--- src/rtl/score_keeper_pkg.sv ---
// Shared types and constants for the score keeper and its display path.
// Latency: n/a (declarations only).
// Backpressure: n/a.
`timescale 1ns/1ps
package score_keeper_pkg;

  // Game FSM states.
  typedef enum logic [1:0] {
    ST_IDLE    = 2'd0,
    ST_RUNNING = 2'd1,
    ST_OVER    = 2'd2
  } state_t;

  // Three-digit BCD score, hundreds in d2.
  typedef struct packed {
    logic [3:0] d2;
    logic [3:0] d1;
    logic [3:0] d0;
  } bcd3_t;

  // Active-low segment patterns, bit0 = a ... bit6 = g.
  localparam logic [6:0] SEG_ZERO  = 7'b1000000;
  localparam logic [6:0] SEG_BLANK = 7'b1111111;

  // One-hot state indication for the LEDs.
  localparam logic [2:0] LEDS_IDLE    = 3'b001;
  localparam logic [2:0] LEDS_RUNNING = 3'b010;
  localparam logic [2:0] LEDS_OVER    = 3'b100;

  localparam int unsigned FRAMES_PER_POINT_DEF = 30;

  // Increment a BCD score with per-digit carry, holding at 999.
  function automatic bcd3_t bcd_inc_sat(input bcd3_t v);
    bcd3_t r;
    r = v;
    if (v.d2 == 4'd9 && v.d1 == 4'd9 && v.d0 == 4'd9) begin
      r = v;
    end else if (v.d0 != 4'd9) begin
      r.d0 = v.d0 + 4'd1;
    end else begin
      r.d0 = 4'd0;
      if (v.d1 != 4'd9) begin
        r.d1 = v.d1 + 4'd1;
      end else begin
        r.d1 = 4'd0;
        r.d2 = v.d2 + 4'd1;
      end
    end
    return r;
  endfunction

endpackage

--- src/rtl/score_keeper_if.sv ---
// Game-stage control inputs and seven-segment/LED display outputs.
// Latency: n/a (wiring only).
// Backpressure: none; all signals are level-sensitive.
`timescale 1ns/1ps
interface score_keeper_if;
  logic       start;
  logic       game_over;
  logic       vsync;
  logic [6:0] hex0;
  logic [6:0] hex1;
  logic [6:0] hex2;
  logic [6:0] hex3;
  logic [6:0] hex4;
  logic [6:0] hex5;
  logic [2:0] state_leds;
  logic       new_record;

  // Driver side: the game stage / board switches.
  modport master (
    output start, game_over, vsync,
    input  hex0, hex1, hex2, hex3, hex4, hex5, state_leds, new_record
  );

  // Score keeper side.
  modport slave (
    input  start, game_over, vsync,
    output hex0, hex1, hex2, hex3, hex4, hex5, state_leds, new_record
  );
endinterface

--- src/rtl/score_keeper_seg7_decoder.sv ---
// BCD digit to active-low seven-segment pattern; codes 10..15 blank.
// Latency: combinational.
// Backpressure: none.
`timescale 1ns/1ps
module seg7_decoder
  import score_keeper_pkg::*;
(
  input  logic [3:0] i_bcd,
  output logic [6:0] o_seg
);

  // Segment lookup, gfedcba active-low.
  always_comb begin
    o_seg = SEG_BLANK;
    case (i_bcd)
      4'd0: o_seg = SEG_ZERO;
      4'd1: o_seg = 7'b1111001;
      4'd2: o_seg = 7'b0100100;
      4'd3: o_seg = 7'b0110000;
      4'd4: o_seg = 7'b0011001;
      4'd5: o_seg = 7'b0010010;
      4'd6: o_seg = 7'b0000010;
      4'd7: o_seg = 7'b1111000;
      4'd8: o_seg = 7'b0000000;
      4'd9: o_seg = 7'b0010000;
      default: o_seg = SEG_BLANK;
    endcase
  end

endmodule

--- src/rtl/score_keeper.sv ---
// Counts frames while a game runs, keeps score and high score, drives hex/LEDs.
// Latency: score moves on the cycle after a vsync fall; hex follows one cycle later.
// Backpressure: none; inputs are level-sensitive and sampled every cycle.
`timescale 1ns/1ps
module score_keeper
  import score_keeper_pkg::*;
#(
  parameter int unsigned FRAMES_PER_POINT = FRAMES_PER_POINT_DEF
) (
  input  logic        clk,
  input  logic        rst,
  score_keeper_if.slave bus
);

  localparam logic [7:0] LP_LAST_FRAME = 8'(FRAMES_PER_POINT - 1);

  logic       r_vsync_q;
  logic       w_tick;
  state_t     r_state;
  bcd3_t      r_score;
  bcd3_t      r_hi;
  logic [7:0] r_frame_cnt;
  logic       r_new_record;
  logic [2:0] r_leds;
  logic [3:0] w_digit [6];
  logic [6:0] w_seg   [6];
  logic [6:0] r_hex   [6];

  // Delay vsync one cycle so its falling edge can be detected.
  always_ff @(posedge clk or posedge rst) begin
    if (rst) r_vsync_q <= 1'b1;
    else     r_vsync_q <= bus.vsync;
  end

  assign w_tick = r_vsync_q & ~bus.vsync;

  // Game FSM with score, high score, frame counter and registered indicators.
  always_ff @(posedge clk or posedge rst) begin
    if (rst) begin
      r_state      <= ST_IDLE;
      r_score      <= '0;
      r_hi         <= '0;
      r_frame_cnt  <= '0;
      r_new_record <= 1'b0;
      r_leds       <= LEDS_IDLE;
    end else begin
      case (r_state)
        ST_IDLE: begin
          if (bus.start && !bus.game_over) begin
            r_state      <= ST_RUNNING;
            r_score      <= '0;
            r_frame_cnt  <= '0;
            r_new_record <= 1'b0;
            r_leds       <= LEDS_RUNNING;
          end
        end
        ST_RUNNING: begin
          // A collision wins over a coincident frame tick.
          if (bus.game_over) begin
            r_state <= ST_OVER;
            r_leds  <= LEDS_OVER;
            if (12'(r_score) > 12'(r_hi)) begin
              r_hi         <= r_score;
              r_new_record <= 1'b1;
            end
          end else if (!bus.start) begin
            r_state <= ST_IDLE;
            r_leds  <= LEDS_IDLE;
          end else if (w_tick) begin
            if (r_frame_cnt == LP_LAST_FRAME) begin
              r_frame_cnt <= '0;
              r_score     <= bcd_inc_sat(r_score);
            end else begin
              r_frame_cnt <= r_frame_cnt + 8'd1;
            end
          end
        end
        ST_OVER: begin
          // The record flag only describes the game just finished.
          if (!bus.start) begin
            r_state      <= ST_IDLE;
            r_leds       <= LEDS_IDLE;
            r_new_record <= 1'b0;
          end
        end
        default: begin
          r_state <= ST_IDLE;
          r_leds  <= LEDS_IDLE;
        end
      endcase
    end
  end

  assign w_digit[0] = r_score.d0;
  assign w_digit[1] = r_score.d1;
  assign w_digit[2] = r_score.d2;
  assign w_digit[3] = r_hi.d0;
  assign w_digit[4] = r_hi.d1;
  assign w_digit[5] = r_hi.d2;

  for (genvar g = 0; g < 6; g++) begin : g_dec
    seg7_decoder u_dec (
      .i_bcd (w_digit[g]),
      .o_seg (w_seg[g])
    );
  end

  // Register the decoded patterns so the display is glitch-free.
  always_ff @(posedge clk or posedge rst) begin
    if (rst) begin
      for (int i = 0; i < 6; i++) r_hex[i] <= SEG_ZERO;
    end else begin
      for (int i = 0; i < 6; i++) r_hex[i] <= w_seg[i];
    end
  end

  assign bus.hex0       = r_hex[0];
  assign bus.hex1       = r_hex[1];
  assign bus.hex2       = r_hex[2];
  assign bus.hex3       = r_hex[3];
  assign bus.hex4       = r_hex[4];
  assign bus.hex5       = r_hex[5];
  assign bus.state_leds = r_leds;
  assign bus.new_record = r_new_record;

endmodule

--- src/flat_wrapper.sv ---
// flat-port wrapper written by rule: the top's interface ports become plain ports
module score_keeper_flat import score_keeper_pkg::*;
#(
  parameter int unsigned FRAMES_PER_POINT = FRAMES_PER_POINT_DEF
)
  (clk, rst, bus_start, bus_game_over, bus_vsync, bus_hex0, bus_hex1, bus_hex2, bus_hex3, bus_hex4, bus_hex5, bus_state_leds, bus_new_record);
  score_keeper_if bus_i ();
  input  logic clk;
  input  logic rst;
  input wire logic [$bits(bus_i.start)-1:0] bus_start;
  input wire logic [$bits(bus_i.game_over)-1:0] bus_game_over;
  input wire logic [$bits(bus_i.vsync)-1:0] bus_vsync;
  output wire logic [$bits(bus_i.hex0)-1:0] bus_hex0;
  output wire logic [$bits(bus_i.hex1)-1:0] bus_hex1;
  output wire logic [$bits(bus_i.hex2)-1:0] bus_hex2;
  output wire logic [$bits(bus_i.hex3)-1:0] bus_hex3;
  output wire logic [$bits(bus_i.hex4)-1:0] bus_hex4;
  output wire logic [$bits(bus_i.hex5)-1:0] bus_hex5;
  output wire logic [$bits(bus_i.state_leds)-1:0] bus_state_leds;
  output wire logic [$bits(bus_i.new_record)-1:0] bus_new_record;
  assign bus_i.start = bus_start;
  assign bus_i.game_over = bus_game_over;
  assign bus_i.vsync = bus_vsync;
  assign bus_hex0 = bus_i.hex0;
  assign bus_hex1 = bus_i.hex1;
  assign bus_hex2 = bus_i.hex2;
  assign bus_hex3 = bus_i.hex3;
  assign bus_hex4 = bus_i.hex4;
  assign bus_hex5 = bus_i.hex5;
  assign bus_state_leds = bus_i.state_leds;
  assign bus_new_record = bus_i.new_record;
  score_keeper #(.FRAMES_PER_POINT(FRAMES_PER_POINT)) u_core (.clk(clk), .rst(rst), .bus(bus_i));
endmodule
--- config.mk ---
export PLATFORM = sky130hd
export DESIGN_NAME = score_keeper_flat
export DESIGN_NICKNAME = d
export VERILOG_FILES = /design/src/rtl/score_keeper_pkg.sv /design/src/rtl/score_keeper_if.sv /design/src/rtl/score_keeper_seg7_decoder.sv /design/src/rtl/score_keeper.sv /design/src/flat_wrapper.sv
export SDC_FILE = /design/constraint.sdc
export NUM_CORES = 1
export LEC_CHECK = 0
export ABC_AREA = 1
export CAP_MARGIN = 20
export CORE_UTILIZATION = 57
export DETAILED_ROUTE_END_ITERATION = 12
export DONT_BUFFER_PORTS = 1
export GPL_ROUTABILITY_DRIVEN = 0
export PLACE_DENSITY = 0.82
export SLEW_MARGIN = 20
export SYNTH_ARGS = -nofsm -noshare
export SYNTH_HDL_FRONTEND = slang
export SYNTH_SLANG_ARGS = --single-unit
--- constraint.sdc ---
create_clock -name clk -period 2.6 [get_ports clk]
set_input_delay 0.52 -clock clk [delete_from_list [all_inputs] [get_ports clk]]
set_output_delay 0.52 -clock clk [all_outputs]
set_load 0.1 [all_outputs]
; After elaboration in Yosys (flattened, before gate mapping)
; Memory sizes are Yosys's and may differ from the RTL's. A register that Yosys moved wholly into a read port is not among the register bits.
; Cells that the tools add are included.
[word_totals]
ff_bits = 39
out_inout_bits = 46
in_bits = 5
memories = 6
elab_cells = 86
romBits = 672
[op_classes]
n_bitwise = 2
n_eq_ne = 19
order_cmp = 1
n_addsub = 4
n_reduce_logical = 13
mux = 30
[mem_list]
columns = memory, depth, width, rd, rd_ports_with_merged_regs, write_ports, line_no
row1 = (no name shown), 16, 7, 1, 1, 0, score_keeper_seg7_decoder.sv:15  ; case (i_bcd)
row2 = (no name shown), 16, 7, 1, 1, 0, score_keeper_seg7_decoder.sv:15
row3 = (no name shown), 16, 7, 1, 1, 0, score_keeper_seg7_decoder.sv:15
row4 = (no name shown), 16, 7, 1, 1, 0, score_keeper_seg7_decoder.sv:15
row5 = (no name shown), 16, 7, 1, 1, 0, score_keeper_seg7_decoder.sv:15
row6 = (no name shown), 16, 7, 1, 1, 0, score_keeper_seg7_decoder.sv:15
[ops]
columns = operator, count
row1 = $mux 12, 6
row2 = $mux 8, 6
row3 = $pmux 12 s2, 1
row4 = $pmux 8 s2, 1
row5 = $ne 2x2->1 const B, 7
row6 = $add 4x1->4 const B, 3
row7 = $eq 4x4->1 const B, 3
row8 = $gt 12x12->1, 1
row9 = $mux 4, 3
row10 = $reduce_and 5->1, 2
row11 = $mux 3, 3
row12 = $pmux 3 s3, 1
row13 = $reduce_and 9->1, 1
row14 = $add 8x1->8 const B, 1
row15 = $eq 8x5->1 const B, 1
row16 = $ne 2x1->1 const B, 4
row17 = $ne 4x4->1 const B, 2
row18 = $reduce_and 8->1, 1
row19 = $reduce_and 7->1, 1
row20 = $mux 2, 3
row21 = $pmux 2 s3, 1
row22 = $mux 1, 4
row23 = $logic_and 1x1->1, 3
row24 = $pmux 1 s3, 1
row25 = other kinds (9), 9

; Depth between registers and ports, before layout
[logic_depth]
depth_word = 9
ltp_mapped = 13
depth_no_buf = 12

; Modules after synthesis
; From an unflattened synthesis, not the netlist that was laid out.
[hier_totals]
hier_cells = 543
hier_area_um2 = 4503.1
[modules_own_cells]
columns = mod, area_per_inst_um2, seq_area_each_um2, cells_per_inst, instances
row1 = score_keeper, 3377.0, 2037.0, 333, 1
row2 = seg7_decoder, 187.7, 0.0, 35, 6

; Worst setup path after synthesis
; OpenSTA, ideal clock, no wires.
[synth_path]
path_type = flip-flop to flip-flop
startpoint = register u_core.r_hi[10] (netlist bit)
endpoint = register u_core.r_hi[0] (netlist bit)
setup_time_ns = 0.067
t_required_ns = 2.533
t_arrival_ns = 1.809
stages_incl_launch_ff = 13
n_path_buf = 2
setup_slack_ns = 0.724
period_less_slack_ns = 1.876
path_cell_list = dfrtp_1 clkbuf_1 inv_1 ha_1 nand2_1 inv_1 nand2_1 nor2_1 nand2_1 nand3_1 clkbuf_1 nand4_1 nand2_1
[synth_via]
elab_chain_cells = 2
[synth_lines]
columns = element, line_no
row1 = start: declaration, score_keeper.sv:21  ; bcd3_t r_hi;
row2 = start signal: assignment, score_keeper.sv:63  ; r_hi <= r_score;
row3 = $gt 12x12->1, score_keeper.sv:62  ; if (12'(r_score) > 12'(r_hi)) begin
row4 = $reduce_and 3->1 (no line), n/a
; No other way between the ends.
; A chain may end at the register's enable or synchronous reset.

; Worst setup path in the final report
[layout_path]
startpoint = register u_core.r_score[10] (netlist bit)
endpoint = register u_core.r_hi[7] (netlist bit)
[layout_via]
elab_chain_cells = 2
[layout_lines]
columns = element, line_no
row1 = start: declaration, score_keeper.sv:20  ; bcd3_t r_score;
row2 = start signal: assignment, score_keeper.sv:72  ; r_score <= bcd_inc_sat(r_score);
row3 = $gt 12x12->1, score_keeper.sv:62
row4 = $reduce_and 3->1 (no line), n/a
; No other way between the ends.

==> results.cfg <==
[worst_setup_path]
critical_path.endpoint_type = register
critPathRequiredTime_ns = 2.85
worstSetupPathType = register to register
timing.critical_path.fanout_max = 14
reg2reg_depth = 10
setup.reg_to_reg.worst_slack_ns = 0.51
crit_arrival_ns = 2.34
critPathLaunchType = register

[cts]
cts_buffer_depth = 2
cts_tree = done
clock-root-buffer = sky130_fd_sc_hd__clkbuf_8
clock_sink_count = 81
cts.reportedPaths.clkPinSlew_ns = 0.09
cts-resized-gates = 0
cts-buffers-inserted = 9
worst_skew_pair.late_latency_ns = 0.36
cts_hold_repair.buffers = 0
h-tree-depth = 3
post_cts.repair.setup_buffers = 0

[finish]
antenna_cells_inserted = 0
register_area_um2 = 2040
area_of_combinational_cells_with_multiple_inputs_um2 = 1940
layout.nets = 546
fill_count = 606
area_delta_synth_final_pct = 7.21
drive_above_1_share = 0.0797
share_of_the_core_filled_with_cells_in_the_final_layout = 0.634

[power]
leakage_power_summed_over_all_cells_nw = 2.41
vdd_ir_drop_max_mv = 0.486
powerDensity_nw_per_um2 = 992

[floorplan]
core-area_um2 = 7250
area_of_the_die_um2 = 7880
fp-row-count = 31
die_extent_in_x_um = 88.7
floorplan.initialDensity = 0.591
pin_count = 51
chipHeight_um = 88.7

[drt]
vias = 3267
routed_wire_length_per_instance_um = 13.3
totalWireLength_mm = 7.99
firstDrtPassIters = 4
via_per_inst = 5.44
drc = 0
antenna_violating_nets_post_route = 0
dr.first_iter.drc_count = 186

[synth]
synth.cell_area_um2 = 4290
synth_largest_type_area_fraction = 0.426
share_of_synthesized_area_spent_on_multiplexers = 0
synth-warning-count = 0
synth-edff-count = 0
synth-xor-area-share = 0.00817
synth_largest_area_cell = sky130_fd_sc_hd__dfrtp_1
seq_area_frac_synth = 0.475
ffs_latches_synth = 81
synth_cell_type_count = 33
postSynth.topFlopCell = sky130_fd_sc_hd__dfrtp_1
synth_area_in_adders = 0.128
most_frequent_cell_after_synthesis = sky130_fd_sc_hd__nand2_1
post_synth.cell_area_avg_um2 = 8.66
synth_async_sr_flop_share = 1.00
ys_top_cells_by_count = sky130_fd_sc_hd__nand2_1 (101), sky130_fd_sc_hd__dfrtp_1 (73), sky130_fd_sc_hd__o21ai_0 (67)
post_synth_and_or_nand_nor_area_fraction = 0.211
leading_cell_types_by_total_area_after_synthesis = sky130_fd_sc_hd__dfrtp_1 (43%), sky130_fd_sc_hd__ha_1 (13%), sky130_fd_sc_hd__nand2_1 (8.8%), sky130_fd_sc_hd__o21ai_0 (7.8%), sky130_fd_sc_hd__inv_1 (5.4%)
synth_cells = 495
postSynthNetCount = 544
synth_compound_gate_area_share = 0.105
synth_top_family_by_area = simple AND/OR/NAND/NOR gates

[timing]
fmaxAchievable_ghz = 0.478
grt_setup_unrepaired = false
final_period_minus_worst_setup_slack_ns = 2.09
setup_total_neg_slack_ns = 0
worstMarginPinSlew_ns = 0.923
worst_clock_skew_ns = 0.00841
final_min_period_over_clock_period = 0.804
setup_viol = 0
hold_violations = 0
timing_max_transition_violations_final = 0
worst_slew_margin = 0.385

[grt]
first_global_vias = 3033
grt_antenna_before_repair = 0
global_route_wire_length_before_repair_mm = 13.4
grt_usage = 0.227
grt_max_degree = 44
grt_remaining_overflow = 0

[placed_design]
hpwlAfterDp_mm = 5.87
port_buffers = 0

[hold_path]
type_of_the_worst_min_delay_path = input pin to async pin

[outcome]
outcome = finished, final reports clean

[run]
max_cap_viol_count = 0
## path summary, 6_finish.rpt
check / from / to
worst max-delay path: u_core.r_score[10]$_DFFE_PP0P_ / u_core.r_hi[7]$_DFFE_PP0P_
worst min-delay path: rst / u_core.bus.hex5[4]$_DFF_PP0_
worst max register to register: u_core.r_score[10]$_DFFE_PP0P_ / u_core.r_hi[7]$_DFFE_PP0P_
worst min register to register: u_core.r_frame_cnt[6]$_DFFE_PP0P_ / u_core.r_frame_cnt[6]$_DFFE_PP0P_
max in group asynchronous: rst / u_core.bus.state_leds[0]$_DFFE_PP1P_
min in group clk: bus_vsync / u_core.r_vsync_q$_DFF_PP1_
## sequential cells by signal (all words and copies together) (netlist names)
signal and count:
u_core.bus.new_record 1, u_core.r_vsync_q 1, u_core.bus.hex0 7, u_core.bus.hex2 7, u_core.bus.hex4 7, u_core.r_score 12, u_core.bus.hex3 7, u_core.r_frame_cnt 8
u_core.r_state 2, u_core.r_hi 12, u_core.bus.hex1 7, u_core.bus.state_leds 3, u_core.bus.hex5 7
## area by class of cell
cell class,instances,share of cell area
Clock buffer,10,0.0299
Clock inverter,6,0.0158
Inverter,64,0.0528
Tap cell,99,0.0269
Timing Repair Buffer,4,0.00925
Multi-Input combinational cell,337,0.422
Sequential cell,81,0.443
## metrics by stage
step                      cell area (um^2)  worst slack [ns]  total power, W  instances  hold slack [ns]
after floorplan                       4290            0.0132         0.00337        495            0.456
after detailed placement              4390             0.545         0.00363        585            0.486
after global routing                  4600             0.295         0.00482        601            0.128
after CTS                             4600             0.507         0.00460        601            0.127
final                                 4600             0.509         0.00456        601            0.126
after global placement                4390             0.625         0.00358        585            0.483
## cell usage in the layout, fill, tap and decap left out, types with 2 or more instances in the layout
cell type / synthesis / layout
sky130_fd_sc_hd__xor2_1: 3 / 3
sky130_fd_sc_hd__nor3b_1: 2 / 2
sky130_fd_sc_hd__ha_1: 44 / 44
sky130_fd_sc_hd__o22ai_1: 2 / 2
sky130_fd_sc_hd__o21ai_0: 67 / 67
sky130_fd_sc_hd__a211oi_1: 2 / 2
sky130_fd_sc_hd__nand4_1: 15 / 15
sky130_fd_sc_hd__inv_6: 0 / 4
sky130_fd_sc_hd__nand2_4: 2 / 2
sky130_fd_sc_hd__nor2_1: 38 / 38
sky130_fd_sc_hd__nor4_1: 2 / 2
sky130_fd_sc_hd__clkinv_2: 1 / 2
sky130_fd_sc_hd__nand3_1: 27 / 27
sky130_fd_sc_hd__a21oi_1: 16 / 16
sky130_fd_sc_hd__nand2_1: 101 / 101
sky130_fd_sc_hd__dfrtp_1: 73 / 73
sky130_fd_sc_hd__dfstp_2: 8 / 8
sky130_fd_sc_hd__buf_4: 0 / 3
sky130_fd_sc_hd__inv_1: 62 / 61
sky130_fd_sc_hd__or2_2: 3 / 3
sky130_fd_sc_hd__nor3_1: 5 / 5
sky130_fd_sc_hd__clkbuf_8: 1 / 10
## critical path, stage by stage (launching register included)
cell and delay, ns:
sky130_fd_sc_hd__dfrtp_1 0.55, sky130_fd_sc_hd__ha_1 0.36, sky130_fd_sc_hd__nand2_1 0.06, sky130_fd_sc_hd__inv_1 0.05
sky130_fd_sc_hd__nand2_1 0.08, sky130_fd_sc_hd__nor2_1 0.15, sky130_fd_sc_hd__nand2_1 0.07, sky130_fd_sc_hd__nand3_1 0.09
sky130_fd_sc_hd__nand3_1 0.33, sky130_fd_sc_hd__nand2_1 0.18, sky130_fd_sc_hd__nand2_1 0.06
## report_power, final
part	total (W)	internal [W]	leakage (nW)	switching, W
clock network	0.000964	0.000483	0.104	0.000481
logic	0.000862	0.000298	1.23	0.000563
registers	0.00273	0.00146	1.08	0.00127
## cell families after synthesis
group | count (synthesis)
AO/OA/AOI/OAI | 88
XOR/XNOR | 4
adder cells (fa/ha/maj) | 44
buffers and inverters | 77
flip-flops | 81
AND/OR/NAND/NOR | 201
## layer usage
| metal | up-vias | share of wire | global-route usage |
|---|---|---|---|
| li1 | 1622 | - | - |
| met1 | 1541 | 0.43 | 0.269 |
| met5 | - | 0 | 0 |
| met2 | 86 | 0.48 | 0.380 |
| met4 | 0 | 0.032 | 0.123 |
| met3 | 18 | 0.050 | 0.0532 |
Note: power is estimated with default switching activity, not from simulation.
